--- src/rtl/led_status_array.sv ---
// Multi-channel status LED driver: per-channel follow/sticky/blink modes with
// event stretching, a shared blink phase generator and a global enable gate.
module led_status_array #(
  parameter int CH        = 4,
  parameter int BLINK_DIV = 25_000_000,
  parameter int STRETCH   = 8
) (
  input  logic            clk,
  input  logic            rst,
  input  logic            en,
  input  logic [CH-1:0]   ev,
  input  logic [2*CH-1:0] mode,
  input  logic [CH-1:0]   clr,
  output logic [CH-1:0]   led,
  output logic [CH-1:0]   latched,
  output logic            any_latched
);

  localparam int CW = (BLINK_DIV > 1) ? $clog2(BLINK_DIV) : 1;
  localparam int SW = (STRETCH > 0) ? $clog2(STRETCH + 1) : 1;
  localparam logic [CW-1:0] CNT_MAX  = CW'(BLINK_DIV - 1);
  localparam logic [SW-1:0] STR_LOAD = SW'(STRETCH);

  logic [CW-1:0] cnt;
  logic          phase;
  logic [SW-1:0] str [CH];
  logic [CH-1:0] lat;
  logic [CH-1:0] act;
  logic [CH-1:0] lat_nxt;
  logic [CH-1:0] led_nxt;

  // mode bit 0 selects sticky behaviour, mode bit 1 gates the output with phase
  always_comb begin
    act     = '0;
    lat_nxt = '0;
    led_nxt = '0;
    for (int unsigned i = 0; i < CH; i++) begin
      act[i]     = ev[i] | (str[i] != '0);
      lat_nxt[i] = (ev[i] & mode[2*i]) | (lat[i] & ~clr[i]);
      led_nxt[i] = en & (act[i] | (mode[2*i] & lat[i])) & (~mode[2*i+1] | phase);
    end
  end

  always_ff @(posedge clk) begin
    if (rst) begin
      cnt   <= '0;
      phase <= 1'b0;
      lat   <= '0;
      led   <= '0;
      for (int unsigned i = 0; i < CH; i++) begin
        str[i] <= '0;
      end
    end else begin
      if (cnt == CNT_MAX) begin
        cnt   <= '0;
        phase <= ~phase;
      end else begin
        cnt <= cnt + CW'(1);
      end
      for (int unsigned i = 0; i < CH; i++) begin
        if (ev[i]) begin
          str[i] <= STR_LOAD;
        end else if (str[i] != '0) begin
          str[i] <= str[i] - SW'(1);
        end
      end
      lat <= lat_nxt;
      led <= led_nxt;
    end
  end

  assign latched     = lat;
  assign any_latched = |lat;

endmodule

--- config.mk ---
export PLATFORM = sky130hd
export DESIGN_NAME = led_status_array
export DESIGN_NICKNAME = d
export VERILOG_FILES = /design/src/rtl/led_status_array.sv
export SDC_FILE = /design/constraint.sdc
export NUM_CORES = 1
export LEC_CHECK = 0
export BUFFER_PORTS_ARGS = -buffer_cell sky130_fd_sc_hd__buf_2
export CORE_ASPECT_RATIO = 0.7
export CORE_MARGIN = 3
export CORE_UTILIZATION = 35
export CTS_CLUSTER_DIAMETER = 50
export DETAILED_ROUTE_END_ITERATION = 7
export PLACE_DENSITY = 0.55
export SYNTH_ARGS = -nofsm -noshare
export SYNTH_HDL_FRONTEND = slang
export SYNTH_SLANG_ARGS = --single-unit
--- constraint.sdc ---
create_clock -name clk -period 2.4 [get_ports clk]
set_input_delay 0.36 -clock clk [delete_from_list [all_inputs] [get_ports clk]]
set_output_delay 0.36 -clock clk [all_outputs]
set_load 0.005 [all_outputs]
# Yosys cells after proc, flatten, opt, wreduce, memory -nomap -nowiden
# Memory sizes are Yosys's and may differ from the RTL's.
# Cells that the tools add are included.
[word_totals] elab_cells=108 mem_bits_rw=16 out_inout_bits=9 register_bits=34 memories=1
[memory_table] name="str" words=4 word_bits=4 rd=4 rd_ports_with_merged_regs=0 write_ports=4 line_no="26" source="logic [SW-1:0] str [CH];"
[op_classes] n_bitwise=53 n_reduce_logical=6 n_addsub=5 eq_ne=1 muxes=38
[ops] operator="4-bit 2-to-1 mux" count=8
[ops] operator="1-bit 2-to-1 mux" count=30
[ops] operator="25-bit by 1-bit adder with 25-bit output (second input constant)" count=1
[ops] operator="25-bit equality test (second input constant)" count=1
[ops] operator="1-bit OR" count=24
[ops] operator="1-bit bitwise AND" count=20
[ops] operator="4-bit nonzero test" count=4
[ops] operator="4-bit by 1-bit subtractor with 4-bit output (second input constant)" count=4
[ops] operator="1-bit NOT" count=9
[ops] operator="4-bit OR reduction" count=1
[ops] operator="2-bit OR reduction" count=1

# Logic depth before layout (Yosys ltp)
[depth] depth_word=6 mapped_depth=6 ltp_nobuf=5

# Least setup slack after synthesis
# OpenSTA, ideal clock, no wires.
[synth_path] path_kind="register to register" from="reg cnt[0]" to="reg cnt[24]" period_less_slack_ns=1.658 arrival_ns=1.592 path_stages_with_launch=6 setup_ns=0.066 slack_ns=0.742 t_required_ns=2.334 path_cell_list="dfxtp_1 ha_1 and2_2 nand4_4 or4_4 a21oi_2"
[synth_via] elab_chain_len=2 word_cells_on_any_way=3 classes_between="1 x add/sub; 1 x eq/ne; 1 x reduce/logical"
[synth_rtl] element="start, declared" line_no="24" source="logic [CW-1:0] cnt;"
[synth_rtl] element="start signal, assigned" line_no="58" source="cnt <= cnt + CW'(1);"
[synth_rtl] element="branches (longest 2 deep; another with 25-bit by 1-bit adder with 25-bit output)"
# Parallel ways; which one is timed is not known.
# A chain may end at the register's enable or synchronous reset.

# Worst setup path in the final report
[layout_path] from="reg cnt[2]" to="reg cnt[24]"
# Same word-level chain as after synthesis.

==> run summary <==
Largest net degree at the start of global routing: 21
GRT overflow: 0
Syn avg cell area: 9.418 um^2
GP Congestion: 0.7573
Vias/cell: 4.937
Min Tclk post-route: 1.863 ns
Static leakage: 1.067 nW
Share of the synthesized area in the top cell type: 0.2801
Synth area leaders: dfxtp_1 (28%), edfxtp_1 (20%), a21oi_1 (5.6%), nor2_1 (4.2%), ha_1 (2.6%)
MaxCap Viol Count: 0
Share of cells above drive strength 1: 0.1568
Pre-CTS setup slack: 0.5512 ns
Wirelength, routed: 4824 um
CP Cell Sequence: and4_1 > nand4_4 > or4_4 > a21oi_2
Post-cts resize count: 0
CTS Buffer Depth: 2
Num CTS Buffers: 5
Worst EP arrival: 2.10 ns
Die width: 105.6 um
Cells after Synth: 258
Most frequent cell after synthesis: dfxtp_1
Antenna violations before repair: 0
Crit path max-delay family: simple AND/OR/NAND/NOR gates
DP HPWL: 3563 um
RSZ-0062 raised after global routing: no
Synth Register Bits: 50
Vias: 1866
Gr usage total: 0.1229
Post-CTS Repair Setup Buffers: 0
Sequential share of the synthesized area: 0.4779
Top FF cell, synth: dfxtp_1
Synth top cells by count: dfxtp_1 (34), a21oi_1 (27), nor2_1 (27)
YS warnings: 0
Peak Freq: 0.5368 GHz
Routed length per instance: 12.76 um
CTS tree: built
Status: finished clean
CP startpoint: cnt[2]
Worst Path Required: 2.64 ns
Core Box Area: 6486 um^2
Finished Layout Cells: 378
Worst hold path type: in2reg
Die Y: 75.71 um
Ports: 28
IO Port Bufs: 27
Synth cell types: 41
Root Buffer: clkbuf_8
Fin Setup TNS: 0 ns
EDFF count, synth: 16
Hold-fix buffers, CTS: 0
DRT Pass-1 Iters: 4
Die area: 7994 um^2
HP Start: mode[7]
Final period util: 0.7762
Final Slew Violations: 0
Worst VDD drop: 0.2958 mV
Critical Path Fanout Max: 9
Vias in the first global route: 1636
Final hold violation count: 0
Startpoint type of the worst setup path: flop
FF-to-FF Start: cnt[2]
Nets: 310
Detailed Route Iter0 Violations: 76
# H-tree levels: 2
Post-route ant nets: 0
Fillers: 682
Clock Latency Late Sink: 0.30 ns
Row count: 24
Critical path buffers and inverters: 0
Power density cells: 798.0 nW/um^2
CP Capture Type: flop
CTS clock-pin slew for the worst setup and hold paths: 0.09 ns
ANT cells: 0
Max_slew headroom: 0.6773
Mapped Nets: 282
Synth async-reset ratio: 0
CP peak stage delay: 0.55 ns
Synth-to-layout area growth: 14.57%
Setup violations, final: 0
Critical path class: reg2reg
Clock skew: 0.006833 ns
First-pass GRT wire length: 7886 um
Clk sinks: 50
Placed cells: 370
DR DRC count: 0
Slew @ Worst Pin: 0.4797 ns
Initial Utilization: 0.3746
Worst setup margin: 0.5371 ns
Dominant cell type by area after synthesis: dfxtp_1
CP max stage cell: or4_4
Mapped cell area: 2430 um^2
==> power breakdown <==
group / switching [mW] / leakage [nW] / internal [mW]
registers: 0.0742 / 0.460 / 1.01
logic: 0.232 / 0.542 / 0.216
clock network: 0.281 / 0.0658 / 0.413
==> cell families after synthesis <==
| group | Yosys count | synth area share |
|---|---|---|
| multiplexers | 4 | 0.01699 |
| buffers and inverters | 23 | 0.04429 |
| adder cells (fa/ha/maj) | 5 | 0.02575 |
| AND/OR/NAND/NOR | 119 | 0.2827 |
| AO/OA/AOI/OAI | 45 | 0.1092 |
| XOR/XNOR | 12 | 0.04325 |
| flip-flops | 50 | 0.4779 |
==> per-stage QoR <==
| stage | power [mW] | hold slack, ns | area (um^2) | utilization |
|---|---|---|---|---|
| floorplan | 1.431 | 0.4487 | 2430 | - |
| global placement | 1.542 | 0.4790 | 2651 | 0.4088 |
| detailed placement | 1.552 | 0.4806 | 2651 | 0.4088 |
| CTS | 2.244 | 0.2418 | 2784 | 0.4292 |
| global route | 2.366 | 0.2326 | 2784 | 0.4292 |
| finish | 2.222 | 0.2442 | 2784 | 0.4292 |
==> registers in the layout, indices dropped and copies added (netlist names) <==
name	count
led	4
latched	4
str	16
cnt	25
phase	1
==> placed cells by master (no fill, tap or decap), types with 4 or more instances in the layout <==
cell type,synthesis,layout
nand3_1,11,11
nand2_1,16,16
nor3_1,9,9
nand4_1,6,6
dfxtp_1,34,34
inv_1,16,16
nor2_1,27,27
or3_1,7,7
ha_1,5,5
nand2b_1,9,9
a21oi_1,27,27
clkbuf_8,0,5
or4_1,6,6
xnor2_1,5,5
a221oi_1,4,4
buf_2,2,27
edfxtp_1,16,16
xor2_1,7,7
nor3b_1,4,4
and3_1,4,4
o21ai_0,6,6
o31ai_1,6,6
==> area by class of cell <==
cell class	instances	area, um^2	area share
Timing Repair Buffer	28	155.1	0.05573
Tap cell	91	113.9	0.04090
Inverter	16	60.06	0.02157
Clock buffer	5	68.82	0.02472
Clock inverter	3	63.81	0.02292
Sequential cell	50	1161	0.4171
Multi-Input combinational cell	185	1161	0.4171
==> worst register-to-register path: cells and delay by family, from the launching register on <==
family,cells,cell delay [ns]
AO/OA/AOI/OAI,1,0.13
flip-flops,1,0.43
AND/OR/NAND/NOR,3,1.25
==> path summary, 6_finish.rpt <==
check	end	slack, ns	cells past startpoint
setup / recovery	cnt[24]	0.54	4
hold / removal	led[3]	0.24	2
setup reg to reg	cnt[24]	0.54	4
hold reg to reg	cnt[24]	0.49	2
==> layer usage <==
metal / vias up / global-route usage / part of all wire / wire (um)
met2: 37 / 0.1653 / 0.39 / 1886
met5: - / 0 / 0 / 0
met1: 844 / 0.1931 / 0.56 / 2680
met4: 0 / 0.02874 / 0.0039 / 19
met3: 2 / 0.03218 / 0.049 / 238
li1: 983 / - / - / -
(Power assumes the default switching activity.)
